**config.mk**
```make
export PLATFORM = sky130hd
export DESIGN_NAME = tx_ram_sequencer_flat
export DESIGN_NICKNAME = d
export VERILOG_FILES = /design/src/rtl/tx_ram_sequencer_pkg.sv /design/src/rtl/tx_ram_sequencer_if.sv /design/src/rtl/tx_ram_sequencer_arb.sv /design/src/rtl/tx_ram_sequencer.sv /design/src/flat_wrapper.sv
export SDC_FILE = /design/constraint.sdc
export NUM_CORES = 1
export LEC_CHECK = 0
export CAP_MARGIN = 15
export CORE_ASPECT_RATIO = 0.7
export CORE_MARGIN = 2
export CORE_UTILIZATION = 46
export DETAILED_ROUTE_END_ITERATION = 10
export PLACE_DENSITY = 0.8
export SYNTH_ARGS = -nofsm -noshare
export SYNTH_HDL_FRONTEND = slang
export SYNTH_HIERARCHICAL = 1
export SYNTH_SLANG_ARGS = --single-unit
```
**constraint.sdc**
```tcl
create_clock -name clk -period 2.9 [get_ports clk]
set_input_delay 0.725 -clock clk [delete_from_list [all_inputs] [get_ports clk]]
set_output_delay 0.725 -clock clk [all_outputs]
set_load 0.01 [all_outputs]
```
**src/rtl/tx_ram_sequencer_pkg.sv**
```systemverilog
// Shared types and defaults for the transmit RAM sequencer.
package tx_seq_pkg;

    typedef enum logic [2:0] {
        IDLE,
        PRE,
        SYNC,
        FETCH,
        WAIT,
        SEND,
        DONE
    } state_t;

    localparam int         DEF_ADDR_W        = 10;
    localparam int         DEF_MAX_LEN       = 1000;
    localparam int         DEF_PREAMBLE_LEN  = 4;
    localparam logic [7:0] DEF_PREAMBLE_BYTE = 8'h55;
    localparam logic [7:0] DEF_SYNC_BYTE     = 8'h96;

endpackage

```
**src/rtl/tx_ram_sequencer_if.sv**
```systemverilog
// SPI host bus, message RAM port and modulator byte stream seen from the sequencer.
interface tx_ram_sequencer_if #(
    parameter int ADDR_W = 10
);
    logic              i_spi_rd;
    logic              i_spi_wr;
    logic [ADDR_W-1:0] i_spi_addr;
    logic [7:0]        i_spi_wdata;
    logic [7:0]        o_spi_rdata;

    logic              o_ram_en;
    logic              o_ram_we;
    logic [ADDR_W-1:0] o_ram_addr;
    logic [7:0]        o_ram_wdata;
    logic [7:0]        i_ram_rdata;

    logic [7:0]        o_byte;
    logic              o_byte_valid;
    logic              i_byte_ready;

    modport master (
        input  i_spi_rd, i_spi_wr, i_spi_addr, i_spi_wdata,
        output o_spi_rdata,
        output o_ram_en, o_ram_we, o_ram_addr, o_ram_wdata,
        input  i_ram_rdata,
        output o_byte, o_byte_valid,
        input  i_byte_ready
    );

    modport slave (
        output i_spi_rd, i_spi_wr, i_spi_addr, i_spi_wdata,
        input  o_spi_rdata,
        input  o_ram_en, o_ram_we, o_ram_addr, o_ram_wdata,
        output i_ram_rdata,
        input  o_byte, o_byte_valid,
        output i_byte_ready
    );
endinterface

```
**src/rtl/tx_ram_sequencer_arb.sv**
```systemverilog
// Single-port RAM mux: SPI write > SPI read > sequencer fetch. SPI is never stalled.
module ram_port_arb #(
    parameter int ADDR_W = 10
) (
    input  logic              spi_rd,
    input  logic              spi_wr,
    input  logic [ADDR_W-1:0] spi_addr,
    input  logic [7:0]        spi_wdata,
    input  logic              seq_req,
    input  logic [ADDR_W-1:0] seq_addr,
    output logic              seq_gnt,
    output logic              ram_en,
    output logic              ram_we,
    output logic [ADDR_W-1:0] ram_addr,
    output logic [7:0]        ram_wdata
);
    always_comb begin
        seq_gnt   = 1'b0;
        ram_en    = 1'b0;
        ram_we    = 1'b0;
        ram_addr  = '0;
        ram_wdata = '0;
        if (spi_wr) begin
            ram_en    = 1'b1;
            ram_we    = 1'b1;
            ram_addr  = spi_addr;
            ram_wdata = spi_wdata;
        end else if (spi_rd) begin
            ram_en   = 1'b1;
            ram_addr = spi_addr;
        end else if (seq_req) begin
            ram_en   = 1'b1;
            ram_addr = seq_addr;
            seq_gnt  = 1'b1;
        end
    end
endmodule

```
**src/rtl/tx_ram_sequencer.sv**
```systemverilog
// Frame transmitter: preamble, sync, then payload fetched from the shared message RAM.
module tx_ram_sequencer
    import tx_seq_pkg::*;
#(
    parameter int         ADDR_W        = DEF_ADDR_W,
    parameter int         MAX_LEN       = DEF_MAX_LEN,
    parameter int         PREAMBLE_LEN  = DEF_PREAMBLE_LEN,
    parameter logic [7:0] PREAMBLE_BYTE = DEF_PREAMBLE_BYTE,
    parameter logic [7:0] SYNC_BYTE     = DEF_SYNC_BYTE
) (
    input  logic              clk,
    input  logic              reset,
    input  logic              i_transmit,
    input  logic [ADDR_W-1:0] i_msg_length,
    tx_ram_sequencer_if.master bus,
    output logic              o_busy,
    output logic              o_tx_done
);
    state_t            state, state_nxt;
    logic              transmit_d;
    logic              start;
    logic [ADDR_W-1:0] len, len_clamped;
    logic [ADDR_W-1:0] cnt, cnt_inc;
    logic [7:0]        byte_reg;
    logic              last_pre;
    logic              seq_req, seq_gnt;

    assign start       = i_transmit & ~transmit_d;
    assign len_clamped = (int'(i_msg_length) > MAX_LEN) ? ADDR_W'(MAX_LEN) : i_msg_length;
    assign cnt_inc     = cnt + 1'b1;
    assign last_pre    = (int'(cnt) + 1 >= PREAMBLE_LEN);
    assign o_busy      = (state != IDLE);
    assign bus.o_spi_rdata = bus.i_ram_rdata;

    ram_port_arb #(.ADDR_W(ADDR_W)) u_arb (
        .spi_rd    (bus.i_spi_rd),
        .spi_wr    (bus.i_spi_wr),
        .spi_addr  (bus.i_spi_addr),
        .spi_wdata (bus.i_spi_wdata),
        .seq_req   (seq_req),
        .seq_addr  (cnt),
        .seq_gnt   (seq_gnt),
        .ram_en    (bus.o_ram_en),
        .ram_we    (bus.o_ram_we),
        .ram_addr  (bus.o_ram_addr),
        .ram_wdata (bus.o_ram_wdata)
    );

    always_ff @(posedge clk or posedge reset) begin
        if (reset) state <= IDLE;
        else       state <= state_nxt;
    end

    always_comb begin
        state_nxt        = state;
        bus.o_byte       = '0;
        bus.o_byte_valid = 1'b0;
        o_tx_done        = 1'b0;
        seq_req          = 1'b0;
        case (state)
            IDLE: if (start) state_nxt = (PREAMBLE_LEN > 0) ? PRE : SYNC;
            PRE: begin
                bus.o_byte       = PREAMBLE_BYTE;
                bus.o_byte_valid = 1'b1;
                if (bus.i_byte_ready && last_pre) state_nxt = SYNC;
            end
            SYNC: begin
                bus.o_byte       = SYNC_BYTE;
                bus.o_byte_valid = 1'b1;
                if (bus.i_byte_ready) state_nxt = (len != '0) ? FETCH : DONE;
            end
            FETCH: begin
                seq_req = 1'b1;
                if (seq_gnt) state_nxt = WAIT;
            end
            WAIT: state_nxt = SEND;
            SEND: begin
                bus.o_byte       = byte_reg;
                bus.o_byte_valid = 1'b1;
                if (bus.i_byte_ready) state_nxt = (cnt_inc == len) ? DONE : FETCH;
            end
            DONE: begin
                o_tx_done = 1'b1;
                state_nxt = IDLE;
            end
            default: state_nxt = IDLE;
        endcase
    end

    // One counter walks the preamble, then is reused as the payload RAM address.
    always_ff @(posedge clk or posedge reset) begin
        if (reset) begin
            transmit_d <= 1'b0;
            len        <= '0;
            cnt        <= '0;
            byte_reg   <= '0;
        end else begin
            transmit_d <= i_transmit;
            case (state)
                IDLE: if (start) begin
                    len <= len_clamped;
                    cnt <= '0;
                end
                PRE:  if (bus.i_byte_ready) cnt <= last_pre ? '0 : cnt_inc;
                WAIT: byte_reg <= bus.i_ram_rdata;
                SEND: if (bus.i_byte_ready) cnt <= cnt_inc;
                default: ;
            endcase
        end
    end
endmodule
```
**src/flat_wrapper.sv**
```systemverilog
// flat-port wrapper written by rule: the top's interface ports become plain ports
module tx_ram_sequencer_flat import tx_seq_pkg::*;
#(
    parameter int         ADDR_W        = DEF_ADDR_W,
    parameter int         MAX_LEN       = DEF_MAX_LEN,
    parameter int         PREAMBLE_LEN  = DEF_PREAMBLE_LEN,
    parameter logic [7:0] PREAMBLE_BYTE = DEF_PREAMBLE_BYTE,
    parameter logic [7:0] SYNC_BYTE     = DEF_SYNC_BYTE
)
  (clk, reset, i_transmit, i_msg_length, o_busy, o_tx_done, bus_i_spi_rd, bus_i_spi_wr, bus_i_spi_addr, bus_i_spi_wdata, bus_o_spi_rdata, bus_o_ram_en, bus_o_ram_we, bus_o_ram_addr, bus_o_ram_wdata, bus_i_ram_rdata, bus_o_byte, bus_o_byte_valid, bus_i_byte_ready);
  tx_ram_sequencer_if #(.ADDR_W(ADDR_W)) bus_i ();
  input  logic clk;
  input  logic reset;
  input  logic i_transmit;
  input  logic [ADDR_W-1:0] i_msg_length;
  output logic o_busy;
  output logic o_tx_done;
  input wire logic [$bits(bus_i.i_spi_rd)-1:0] bus_i_spi_rd;
  input wire logic [$bits(bus_i.i_spi_wr)-1:0] bus_i_spi_wr;
  input wire logic [$bits(bus_i.i_spi_addr)-1:0] bus_i_spi_addr;
  input wire logic [$bits(bus_i.i_spi_wdata)-1:0] bus_i_spi_wdata;
  output wire logic [$bits(bus_i.o_spi_rdata)-1:0] bus_o_spi_rdata;
  output wire logic [$bits(bus_i.o_ram_en)-1:0] bus_o_ram_en;
  output wire logic [$bits(bus_i.o_ram_we)-1:0] bus_o_ram_we;
  output wire logic [$bits(bus_i.o_ram_addr)-1:0] bus_o_ram_addr;
  output wire logic [$bits(bus_i.o_ram_wdata)-1:0] bus_o_ram_wdata;
  input wire logic [$bits(bus_i.i_ram_rdata)-1:0] bus_i_ram_rdata;
  output wire logic [$bits(bus_i.o_byte)-1:0] bus_o_byte;
  output wire logic [$bits(bus_i.o_byte_valid)-1:0] bus_o_byte_valid;
  input wire logic [$bits(bus_i.i_byte_ready)-1:0] bus_i_byte_ready;
  assign bus_i.i_spi_rd = bus_i_spi_rd;
  assign bus_i.i_spi_wr = bus_i_spi_wr;
  assign bus_i.i_spi_addr = bus_i_spi_addr;
  assign bus_i.i_spi_wdata = bus_i_spi_wdata;
  assign bus_o_spi_rdata = bus_i.o_spi_rdata;
  assign bus_o_ram_en = bus_i.o_ram_en;
  assign bus_o_ram_we = bus_i.o_ram_we;
  assign bus_o_ram_addr = bus_i.o_ram_addr;
  assign bus_o_ram_wdata = bus_i.o_ram_wdata;
  assign bus_i.i_ram_rdata = bus_i_ram_rdata;
  assign bus_o_byte = bus_i.o_byte;
  assign bus_o_byte_valid = bus_i.o_byte_valid;
  assign bus_i.i_byte_ready = bus_i_byte_ready;
  tx_ram_sequencer #(.ADDR_W(ADDR_W), .MAX_LEN(MAX_LEN), .PREAMBLE_LEN(PREAMBLE_LEN), .PREAMBLE_BYTE(PREAMBLE_BYTE), .SYNC_BYTE(SYNC_BYTE)) u_core (.clk(clk), .reset(reset), .i_transmit(i_transmit), .i_msg_length(i_msg_length), .bus(bus_i), .o_busy(o_busy), .o_tx_done(o_tx_done));
endmodule
```
* Yosys cells after proc, flatten, opt, wreduce, memory -nomap -nowiden
Cells that the tools add are included. Widths: inputs -> output; s select.
Word-level totals: register bits 32, bits in latches 0, RAM bits 0, ROM bits 0, input bits 42, output and inout port bits 39, logic and storage cells 61, memories 0
Cells by class: $add $sub $neg 2, $mul 0, div/mod/pow operators 0, magnitude comparators 2, eq/ne operators 13, shift-type cells 0, muxes and demuxes 28, bitwise gates (word level) 2, reduce and logical (&&, ||, !) cells 9
Operator list (count):
- $mux 10 | 8
- $ge 32x4->1 const B | 1
- $pmux 10 s3 | 1
- $pmux 8 s3 | 1
- $mux 3 | 7
- $pmux 3 s6 | 1
- $add 10x1->11 const B | 1
- $add 10x1->10 const B | 1
- $eq 10x10->1 | 1
- $gt 10x10->1 const B | 1
- $reduce_bool 10->1 | 1
- $eq 3x3->1 const B | 3
- $mux 1 | 9
- $mux 8 | 1
- $eq 3x2->1 const B | 2
- $ne 2x1->1 const B | 3
- $ne 2x2->1 const B | 3
- $reduce_bool 3->1 | 2
- $reduce_and 5->1 | 1
- $reduce_and 4->1 | 1
- $eq 3x1->1 const B | 1
- $logic_not 3->1 | 1
- $reduce_or 3->1 | 1
- $reduce_and 2->1 | 1
- 3 further kinds | 3

* Longest topological paths before layout
Gate-level depths: netlist of the first run.
word-level depth 7, mapped depth 11, gate-level depth less buffers 9

* Cells and area by module
Netlist of the first run, hierarchy kept.
By module, submodules not included:
- tx_ram_sequencer | times used 1, cells each 248, area each 2193.4 um^2, seq. area each 800.8 um^2
- ram_port_arb | times used 1, cells each 48, area each 247.7 um^2, seq. area each 0.0 um^2

* Worst setup path after synthesis of the first run
Ideal clock, no wire load.
path type flip-flop to output port, from reg u_core.state[2], to out bus_o_ram_en, data arrival time 1.387 ns, data required time 2.175 ns, slack 0.788 ns, stages on the path, launching flop included 5, path buffers 2, cells stage by stage dfrtp_1 -> clkbuf_1 -> clkbuf_1 -> nor2_1 -> or3_1
On the way: longest elaborated chain between the ends 5
RTL lines:
- start: declaration | line tx_ram_sequencer.sv:19 | state_t state, state_nxt;
- start signal: assignment | line tx_ram_sequencer.sv:51 | else state <= state_nxt;
- $eq 3x2->1 | line tx_ram_sequencer.sv:60 | case (state)
- $mux 1 | line tx_ram_sequencer.sv:60
- named net u_core.seq_req | line tx_ram_sequencer.sv:26 | logic seq_req, seq_gnt;
- $mux 1 | line tx_ram_sequencer_arb.sv:31 | end else if (seq_req) begin
- $mux 1 | line tx_ram_sequencer_arb.sv:28 | end else if (spi_rd) begin
- $mux 1 | line tx_ram_sequencer_arb.sv:23 | if (spi_wr) begin
- end: declaration | line flat_wrapper.sv:23 | output wire logic [$bits(bus_i.o_ram_en)-1:0] bus_o_ram_en;
The timed path passes the listed nets, and every way through them passes these cells.

* Worst setup path in the final report of the first run
from in bus_i_spi_rd, to out bus_o_ram_addr[0]
On the way: longest elaborated chain between the ends 2
RTL lines:
- start: declaration | line flat_wrapper.sv:18 | input wire logic [$bits(bus_i.i_spi_rd)-1:0] bus_i_spi_rd;
- $mux 10 | line tx_ram_sequencer_arb.sv:28
- $mux 10 | line tx_ram_sequencer_arb.sv:23
- end: declaration | line flat_wrapper.sv:25 | output wire logic [$bits(bus_i.o_ram_addr)-1:0] bus_o_ram_addr;
Every way passes these cells.

==> results.cfg, run 1 <==
[die]
die-area_um2 = 5915
io_pins = 81
num_rows = 22
initial_core_util_pct = 47.17
dieWidth_um = 91.07
coreArea_um2 = 5175
die_h_um = 64.95

[cells_and_area]
drive_above_1_share_pct = 11.81
instances_no_fill = 436
fillers = 458
fin_util_pct = 64.22
multi_input_area_um2 = 1383
fin_nets = 406
syn_to_final_growth_pct = 36.14
diodes = 0
register_area_um2 = 802.0

[setup_path]
worst_ep_required_time_ns = 2.17
rrSetupSlack_ns = 0.41
crit_type = input pin to output port
cp.arrival_ns = 2.16
path_max_fanout = 9
critPathCaptureType = output port
startpoint_type = input pin

[synth]
synth_compound_area_share_pct = 22.60
syn_nets = 339
seq_area_frac_synth_pct = 32.80
synth_seq_cells = 32
yosysTopAreaCellShare_pct = 32.80
yosys.area_share.adder_pct = 0.5126
synth-simple-area-share_pct = 22.09
synth_cell_types = 54
synth.largest_area_cell = dfrtp_1
post_synth_inst_count = 296
synth_common_cells = 33 x nand2_1, 32 x dfrtp_1, 21 x o21ai_0
synth_xor_area_share_pct = 5.587
synth-edff-count = 0
synthArstFlopShare_pct = 100.0
synth_mux_area_share_pct = 5.433
synth_top_family_by_area = compound AO/OA/AOI/OAI gates
yosys_warnings = 6
netlist_area_um2 = 2441
synth_area_leaders = dfrtp_1 33%, nand2_1 5.1%, mux2_2 4.6%
yosysMostFrequentCell = nand2_1
synth_flop_cell = dfrtp_1
post_synth.cell_area_avg_um2 = 8.247

[place]
hpwlAfterDp_um = 4755
pre_cts_slack_ns = -0.1212
globalplace.congestion = 0.9268
dp.cells = 423
io_buffers = 80

[cts]
cts_buffers = 5
root_buffer = clkbuf_8
clock_sinks = 32
clockBufferDepth = 2
cts-htree-levels = 2
path_clk_slew_ns = 0.07
ctsHoldBuffers = 0
cts_tree = yes
insertion_delay_ns = 0.28

[route]
firstDrtPassIters = 5
drc = 0
drt_wl_total_um = 6338
dr_total_vias = 2411
antenna_left = 0
viasPerCell = 5.530
drt_iter0_markers = 276
detail_route.wl_per_cell_um = 14.54

[sta]
max_clock_freq_mhz = 347.0
clock_skew_ns = 0.006664
min_period_over_period_pct = 99.37
whs_ns = 0.5052
fin_crit_ns = 2.882
worst_slew_pin_slew_ns = 0.5004
setup_viol_count_final = 0
final_hold_viol_count = 0
setup_ws_ns = 0.01819
slew_headroom_pct = 66.64
slew_viol_final = 0

[power_and_ir_drop]
p_clk_share_pct = 14.6
peakVddDrop_uv = 481.0
power.density_nw_per_um2 = 719.5
p_leak_nw = 1.435
intPower_mw = 1.427
switching_share_pct = 40.32
power.switching_mw = 0.9640
p_seq_share_pct = 32.3
total_power_mw = 2.391
power_frac_comb_pct = 53.1

[run]
maxCapViolCount = 0

[global_routing]
grt_start_max_net_pins = 33
grt_pass1_vias = 2164
overflow = 0
grt_usage_pct = 21.79
antenna_found_initial = 0
grt_pass1_wl_um = 10360

[worst_hold_path]
hold_class = flop to flop

[run_status]
outcome = finished, final reports clean
placed cells by master, fill, tap and decap left out, drive strengths merged, types with 3 or more instances in the layout:
cell,n
a21oi,18
a22o,4
a31oi,6
and2,11
and3,7
buf,15
clkbuf,6
clkdlybuf4s50,71
dfrtp,32
dlygate4sd2,4
dlymetal6s2s,5
inv,9
mux2,10
nand2,33
nand2b,4
nand3,9
nand4,7
nor2,17
nor3,3
nor4,4
o21ai,33
or3,4
xnor2,9
xor2,4
cells by family (layout without fill, tap and decap cells):
| kind of cell | Yosys count | after routing |
|---|---|---|
| and+or+nand+nor | 107 | 107 |
| buffers and inverters | 44 | 112 |
| AOI/OAI and AO/OA | 86 | 86 |
| DFF | 32 | 32 |
| muxes | 12 | 12 |
| adders and majority gates | 1 | 1 |
| xor gates and xnor gates | 14 | 14 |
worst max-delay path, stage by stage:
cell and delay [ns]:
clkdlybuf4s50_1 0.43, or2_4 0.31, o21ai_1 0.15, clkdlybuf4s50_1 0.55
cell type report:
| class | instances | area share, % |
|---|---|---|
| Clock buffer | 6 | 2.485 |
| Clock inverter | 2 | 0.3012 |
| Inverter | 9 | 1.017 |
| Multi-Input combinational cell | 220 | 41.60 |
| Sequential cell | 32 | 24.13 |
| Tap cell | 72 | 2.711 |
| Timing Repair Buffer | 95 | 27.75 |
final timing paths:
check                      cells past startpoint               start                 end
max reg2reg                                    7       u_core/cnt[1]       u_core/cnt[9]
min in group asynchronous                      3               reset  u_core/byte_reg[5]
min                                            1  u_core/byte_reg[5]  u_core/byte_reg[5]
max                                            4        bus_i_spi_rd   bus_o_ram_addr[0]
max in group asynchronous                      3               reset     u_core/state[1]
min reg2reg                                    1  u_core/byte_reg[5]  u_core/byte_reg[5]
per-layer routing:
metal / up-vias / global-route usage (%) / part of all wire [%]
met5: - / 0 / 0
met4: 0 / 6.818 / 0.69
met3: 4 / 5.698 / 8.5
met2: 107 / 33.98 / 44
met1: 1120 / 29.77 / 47
li1: 1180 / - / -
through the flow:
stage | cell area, um^2 | TNS [ns]
global placement | 3173 | -0.2091
floorplan | 2441 | 0
global route | 3323 | -0.004541
detailed placement | 3173 | -0.9570
CTS | 3263 | -0.03487
finish | 3323 | 0
power groups by stage:
stage | sequential [mW] | clock (mW) | combinational (mW)
3_5_place_dp | 0.771 | 0 | 1.25
2_1_floorplan | 0.694 | 0 | 0.933
5_1_grt | 0.792 | 0.386 | 1.40
3_3_place_gp | 0.761 | 0 | 1.23
6_report | 0.772 | 0.350 | 1.27
4_1_cts | 0.763 | 0.359 | 1.26
repair_timing:
action                                  in CTS  in global routing
resized for setup                            5                  9
buffers inserted                             0                  4
pin swaps                                    0                  1
endpoints found under the setup margin      11                 17
endpoints found under the hold margin        0                  0
cloned                                       0                  1
Power figures use the tool's default switching activity.
==> run 2: changes to the inputs <==
CELL_PAD_IN_SITES_DETAIL_PLACEMENT = 0   (was unset)
CELL_PAD_IN_SITES_GLOBAL_PLACEMENT = 1   (was unset)
CTS_CLUSTER_SIZE = 10   (was unset)
DONT_BUFFER_PORTS = 1   (was unset)
PLACE_DENSITY = unset   (was 0.8)
PLACE_DENSITY_LB_ADDON = 0.1   (was unset)
==> results.cfg, run 2 (synthesis results as in run 1) <==
[run]
maxCapViolCount = 0

[sta]
slew_headroom_pct = 71.03
finalSetupTns_ns = 0
setup_viol_count_final = 0
rsz0062_at_grt = no
clock_skew_ns = 0.003006
min_period_over_period_pct = 81.62
max_clock_freq_mhz = 422.5
slew_viol_final = 0
final_hold_viol_count = 0
fin_crit_ns = 2.367
worst_slew_pin_slew_ns = 0.4346
setup_ws_ns = 0.5330

[setup_path]
endpoint = bus_o_byte[2]
cp_slowest_cell = dfrtp_1
startpoint_type = flop
r2r_cells = 6
cp.arrival_ns = 1.64
worst_ep_required_time_ns = 2.17
critPathLaunch = u_core/state[0]
crit_type = flop to output port
r2r_start = u_core/cnt[6]
crit_path_cell_trace = nor2b_1 -> nor2_1 -> a21oi_1
path_max_fanout = 13
slowest_delay_ns = 0.57
critPathCaptureType = output port
rrSetupSlack_ns = 0.64
reg2reg_to = u_core/cnt[7]

[die]
io_pins = 81
die-area_um2 = 5915
coreArea_um2 = 5175
dieWidth_um = 91.07
num_rows = 22
die_h_um = 64.95
initial_core_util_pct = 47.17

[cts]
cts_resized = 0
insertion_delay_ns = 0.28
cts_tree = yes
ctsHoldBuffers = 0
clockBufferDepth = 2
path_clk_slew_ns = 0.07
root_buffer = clkbuf_8
cts_buffers = 5
clock_sinks = 32
postCtsSetupRepairBufs = 0
cts-htree-levels = 2

[cells_and_area]
layout.cells.most_common = nand2_1
syn_to_final_growth_pct = 2.050
fin_nets = 322
fillers = 539
diodes = 0
multi_input_area_um2 = 1373
drive_above_1_share_pct = 12.50
register_area_um2 = 800.8
final_cell_mix = 33 x nand2_1, 32 x dfrtp_1, 21 x o21ai_0

[route]
detail_route.wl_per_cell_um = 16.57
drc = 0
viasPerCell = 5.790
drt_wl_total_um = 5832
dr_total_vias = 2038
drt_iter0_markers = 148
antenna_left = 0
firstDrtPassIters = 4

[place]
pre_cts_slack_ns = 0.6730
hpwlAfterDp_um = 4423
io_buffers = 0
globalplace.congestion = 0.7845

[global_routing]
grt_start_max_net_pins = 33
antenna_found_initial = 0
grt_usage_pct = 20.22
grt_pass1_vias = 1815
grt_pass1_wl_um = 9439
overflow = 0

[power_and_ir_drop]
p_leak_nw = 1.052
power.density_nw_per_um2 = 903.2
peakVddDrop_uv = 335.7

[worst_hold_path]
hold_class = input pin to async pin

[run_status]
outcome = finished, final reports clean
## run 2: report_power, final
part           total [mW]  internal (mW)  switching, mW  leakage, nW
logic                1.07          0.458          0.610        0.598
clock network       0.429          0.254          0.175       0.0541
registers           0.753          0.590          0.163        0.399
## run 2: how the worst min path moves through the flow
stage                             from            endpoint  slack (ns)  cells after the start
finish                           reset       u_core/len[2]        0.41                      2
CTS                              reset       u_core/len[6]        0.42                      2
detailed placement  u_core/byte_reg[5]  u_core/byte_reg[5]        0.49                      1
global route                i_transmit   u_core/transmit_d        0.44                      0
global placement    u_core/byte_reg[5]  u_core/byte_reg[5]        0.49                      1
floorplan           u_core/byte_reg[3]  u_core/byte_reg[3]        0.47                      1
## run 2: layout make-up
class	instances	area share, %
Inverter	9	1.356
Clock buffer	5	2.762
Tap cell	72	3.616
Sequential cell	32	32.14
Multi-Input combinational cell	220	55.10
Timing Repair Buffer	11	3.315
Clock inverter	3	1.708
## run 2: worst max-delay path: cells and delay by family (launching register included)
kind             cells  cell delay (ns)
AO/OA/AOI/OAI        1             0.25
AND/OR/NAND/NOR      2             0.54
flip-flops           1             0.57
## run 2: routing by layer
| layer | part of all wire, % | GRT usage (%) |
|---|---|---|
| met5 | 0 | 0 |
| met2 | 40 | 26.20 |
| met3 | 7.5 | 6.395 |
| met1 | 52 | 31.66 |
| met4 | 0.74 | 4.924 |
## run 2: through the flow
step           area, um^2  hold slack [ns]  total power, mW  utilization (%)  cells
2_1_floorplan        2441           0.4726            1.627                -    296
3_3_place_gp         2380           0.4871            1.826            45.99    344
3_5_place_dp         2380           0.4904            1.822            45.99    344
4_1_cts              2491           0.4248            2.259            48.14    352
5_1_grt              2491           0.4430            2.431            48.14    352
6_report             2491           0.4090            2.250            48.14    352
==> RTL edit 1: new RTL, flow settings as in run 1 <==
The package constant `DEF_ADDR_W` goes from 10 to 8.
--- a/src/rtl/tx_ram_sequencer_pkg.sv
+++ b/src/rtl/tx_ram_sequencer_pkg.sv
@@ -13,3 +13,3 @@
 
-    localparam int         DEF_ADDR_W        = 10;
+    localparam int         DEF_ADDR_W        = 8;
     localparam int         DEF_MAX_LEN       = 1000;
Interface: changed (resized bus_i_spi_addr, bus_o_ram_addr and i_msg_length); port bits go from 81 to 75. No check against the original RTL was run, so the function may have changed too.
==> RTL edit 1 against run 1 <==
- first-iteration DRC count fell by 54%
- design area fell by 14%
- routed wire length fell by 16%
- register-to-register slack improved by 200 ps
- clock skew fell by 2.4 ps
- sequential cell count fell by 4
- setup slack improved by 20 ps
- cell count fell by 17%
- utilization rose by 2.6 points
- power fell by 14%
- via count fell by 19%
- synthesized area fell by 18%
- global-route usage rose by 0.81 points
- largest power group unchanged
==> RTL edit 1: results (changes against run 1) <==
stage,metric,value,unit,change
outcome,status,"finished, final reports clean",,
worst_setup_path,endpoint,bus_o_ram_addr[3],,
power_and_ir_drop,p_comb_share,55.5,%,+2.4 points
clocking,cts_resized,9,,+4
worst_setup_path,cp_max_fo,18,,+9
layout,nFillCells,342,,-25%
logic_synthesis,synthMuxAreaShare,5.55,%,+0.12 points
routing,dr.pass1.iters,4,,-1
global_routing,grt_usage,22.6,%,+0.81 points
global_routing,grt_max_degree,29,,-12%
routing,routed_via_density,5.40,,-2.3%
place,dpl.hpwl,4.10,mm,-14%
worst_setup_path,cp-startpoint,bus_i_spi_wr,,
logic_synthesis,synthXorXnorAreaFrac,6.55,%,+0.96 points
place,port_buffers,74,,-7.5%
clocking,clkTransAtPathRegs,90,ps,+20 ps
timing,worst_clock_skew,4.26,ps,-2.40 ps
routing,wl_met2,2.31,mm,-17%
power_and_ir_drop,clkPwrFrac,11.6,%,-3.0 points
place,postPlaceCellArea,2760,um2,-13%
global_routing,grt_pass1_wl,8.92,mm,-14%
routing,num_vias,1962,,-19%
place,place_ws,-155,ps,-34.1 ps
logic_synthesis,synth_compound_area_share,18.3,%,-4.3 points
place,dp.cells,355,,-16%
worst_setup_path,r2r-end,u_core/cnt[3]$_DFFE_PP0P_,,
global_routing,grt_pass1_vias,1871,,-14%
power_and_ir_drop,switching_power,806,uW,-16%
worst_setup_path,r2r_cells,6,,-1
layout,drive_above_1_share,15.6,%,+3.8 points
layout,nNetsFinal,349,,-14%
power_and_ir_drop,p_leak,0.00117,uW,-18%
logic_synthesis,synthesis.instances,237,,-20%
[RTL edit 1: cell count changes in the layout (fill, tap and decap cells not counted), moves of 4 or more]
cell             before  now
a21oi_1              18    5
a22o_1                4    0
o21ai_1              11    1
nor3_1                2   12
dlymetal6s2s_1        5    0
nand2_1              33   39
o21ai_0              21   15
inv_1                 9    5
clkdlybuf4s50_1      71   67
nand4_1               7    3
nor2_1               17    7
a31oi_1               6    2
o21ai_2               0    8
[RTL edit 1: critical path: stages]
cell	delay, ps
clkdlybuf4s50_1	440
buf_6	160
o21ai_0	240
o21ai_2	80
clkdlybuf4s50_1	480
[RTL edit 1: stage by stage]
step	hold slack [ps]	util, %
after floorplan	472	-
after global placement	483	64.9
after detailed placement	490	64.9
after CTS	512	66.0
after global routing	540	66.8
final	511	66.8
[RTL edit 1: area by class of cell]
cell class	instances	area (um2)	area share, %
repair buffers	91	863	30.4
clock buffers	4	55.1	1.94
inverters	6	22.5	0.792
well taps	55	68.8	2.42
flip-flops and latches	28	701	24.6
multi-input cells	179	1130	39.8
==> RTL edit 2: new RTL, settings of run 1 <==
Made on the original files. The 7 states of `state_t` get a one-hot encoding in 7 bits.
--- a/src/rtl/tx_ram_sequencer_pkg.sv
+++ b/src/rtl/tx_ram_sequencer_pkg.sv
@@ -3,10 +3,10 @@
 
-    typedef enum logic [2:0] {
-        IDLE,
-        PRE,
-        SYNC,
-        FETCH,
-        WAIT,
-        SEND,
-        DONE
+    typedef enum logic [6:0] {
+        IDLE  = 7'b0000001,
+        PRE   = 7'b0000010,
+        SYNC  = 7'b0000100,
+        FETCH = 7'b0001000,
+        WAIT  = 7'b0010000,
+        SEND  = 7'b0100000,
+        DONE  = 7'b1000000
     } state_t;
Check against the original RTL: no difference found for any inputs over 10 cycles, from zero or initial values and one cycle with reset high; not proved beyond that.
==> RTL edit 2 against run 1 <==
- routed wire length up 16%
- setup slack better by 67 ps
- critical path type is now reg -> out
- fmax up 2.4%
- register-to-register slack worse by 80 ps
- count of clock-buffer cells in the layout down 1
- utilization up 0.56 points
- power down 7.2%
- sequential power about the same
- synthesized area up 11%
- largest cell class unchanged
- global-route usage up 1.4 points
- design area up 11%
- clock power up 28%
- sequential cell count up 4
==> RTL edit 2: results (changes against run 1) <==
stage,metric,value,unit,change
outcome,status,"finished, final reports clean",,
worst_hold_path,hold_path_end,u_core/byte_reg[2]$_DFFE_PP0P_,,
worst_setup_path,r2r_cells,7,,unchanged
power_and_ir_drop,p_leak,0.00154,uW,+7.2%
logic_synthesis,synth.area.top_cells,"dfrtp_1 (32%), mux2_2 (5.4%), o21ai_0 (5.0%)",,
logic_synthesis,synth_cell_type_count,60,,+11%
global_routing,grt_pass1_wl,11.7,mm,+13%
place,place_congestion,0.932,,+0.51%
power_and_ir_drop,vdd_ir_drop_max,458,uV,-4.8%
global_routing,met3_usage,5.73,%,+0.029 points
logic_synthesis,synthMuxAreaShare,5.40,%,-0.031 points
timing,slew_headroom,66.1,%,-0.58 points
logic_synthesis,yosysSeqAreaShare,33.3,%,+0.48 points
routing,avgRoutedWirePerCell,15.7,um,+8.2%
worst_setup_path,arrival,2090,ps,-70 ps
layout,nFillCells,465,,+1.5%
worst_setup_path,crit_path_top_delay_cell,clkdlybuf4s50_1,,
logic_synthesis,synth_nets,356,,+5.0%
worst_hold_path,hold_start,u_core/byte_reg[2]$_DFFE_PP0P_,,
worst_setup_path,path_delay_family,simple AND/OR/NAND/NOR gates,,
global_routing,busiest_layer,met2,,
logic_synthesis,synthXorXnorAreaFrac,4.76,%,-0.83 points
worst_setup_path,cp-startpoint,u_core/state[6]$_DFFE_PP0P_,,
logic_synthesis,synthAdderAreaFrac,0.462,%,-0.051 points
clocking,clkTransAtPathRegs,70,ps,about the same
logic_synthesis,synth_commonest_cells,"dfrtp_1 (35), nand2_1 (27), o21ai_0 (27)",,
routing,dr.first_iter.drc_count,257,,-6.9%
global_routing,grt_max_degree,37,,+12%
worst_setup_path,ff2ff_setup_slack,330,ps,-80 ps
routing,num_vias,2726,,+13%
clocking,cts_resized,16,,+11
clocking,cts_buffers,5,,unchanged
clocking,post_cts_buffers,3,,+3
worst_setup_path,cpPeakStageDelay,530,ps,-20 ps
logic_synthesis,synth_compound_area_share,20.0,%,-2.6 points
logic_synthesis,synth-edff-count,0,,unchanged
worst_setup_path,r2r-end,u_core/cnt[5]$_DFFE_PP0P_,,
place,place_ws,-107,ps,+14.5 ps
global_routing,use_met2,35.5,%,+1.5 points
place,dpl.hpwl,5.54,mm,+17%
routing,met3_length,780,um,+44%
timing,worst_clock_skew,7.51,ps,+0.851 ps
worst_hold_path,worstHoldPathCells,1,,unchanged
power_and_ir_drop,swShare,37.7,%,-2.6 points
global_routing,grt_pass1_vias,2379,,+9.9%
global_routing,grt_use_met1,33.4,%,+3.6 points
layout,nNetsFinal,434,,+6.9%
global_routing,grt_usage,23.2,%,+1.4 points
worst_setup_path,cp_max_fo,7,,-2
layout,drive_above_1_share,16.6,%,+4.8 points
routing,wl_met1,3.33,mm,+12%
routing,wl_met2,3.16,mm,+14%
RTL edit 2: changes by cell type after synthesis, moves of 5 or more:
cell / change
o21ai_0: +6
clkbuf_1: -7
nand3_1: +7
buf_2: +5
nand2_1: -6
a21oi_1: -13
RTL edit 2: worst max path at each step:
stage	slack, ps	endpoint	cells after the start
global placement	-60	bus_o_ram_addr[9]	4
floorplan	600	bus_o_ram_addr[0]	6
finish	80	bus_o_byte[7]	4
CTS	1	bus_o_ram_addr[7]	6
global route	-20	bus_o_byte[7]	4
detailed placement	-110	bus_o_ram_addr[9]	4
RTL edit 2: power by group through the flow:
stage	Combinational (uW)	Clock (uW)	Sequential, uW
after CTS	983	448	763
final	1000	447	770
after floorplan	665	0	725
after detailed placement	973	0	773
after global routing	1110	474	791
after global placement	947	0	765
RTL edit 2: cell families (layout without fill, tap and decap cells):
| kind of cell | Yosys count | count (layout) |
|---|---|---|
| flip-flops | 36 | 36 |
| XOR/XNOR | 13 | 13 |
| AND/OR/NAND/NOR | 129 | 129 |
| multiplexers | 13 | 13 |
| AO/OA/AOI/OAI | 80 | 80 |
| buffers and inverters | 41 | 120 |
| adder cells (fa/ha/maj) | 1 | 1 |
RTL edit 2: final cells by class:
cell class	instances	area share, %
well taps	75	2.54
repair buffers	99	25.4
clock buffers	5	1.86
multi-input cells	236	43.1
inverters	12	1.22
repair inverters	1	0.203
flip-flops and latches	36	24.5
clock inverters	3	1.15
RTL edit 2: through the flow:
step,std cells,hold slack (ps),util (%),cell area [um2]
after detailed placement,452,495,61.6,3510
final,467,511,64.8,3690
after floorplan,313,471,-,2710
after global routing,467,525,64.8,3690
after global placement,452,480,61.6,3510
after CTS,464,511,64.0,3650
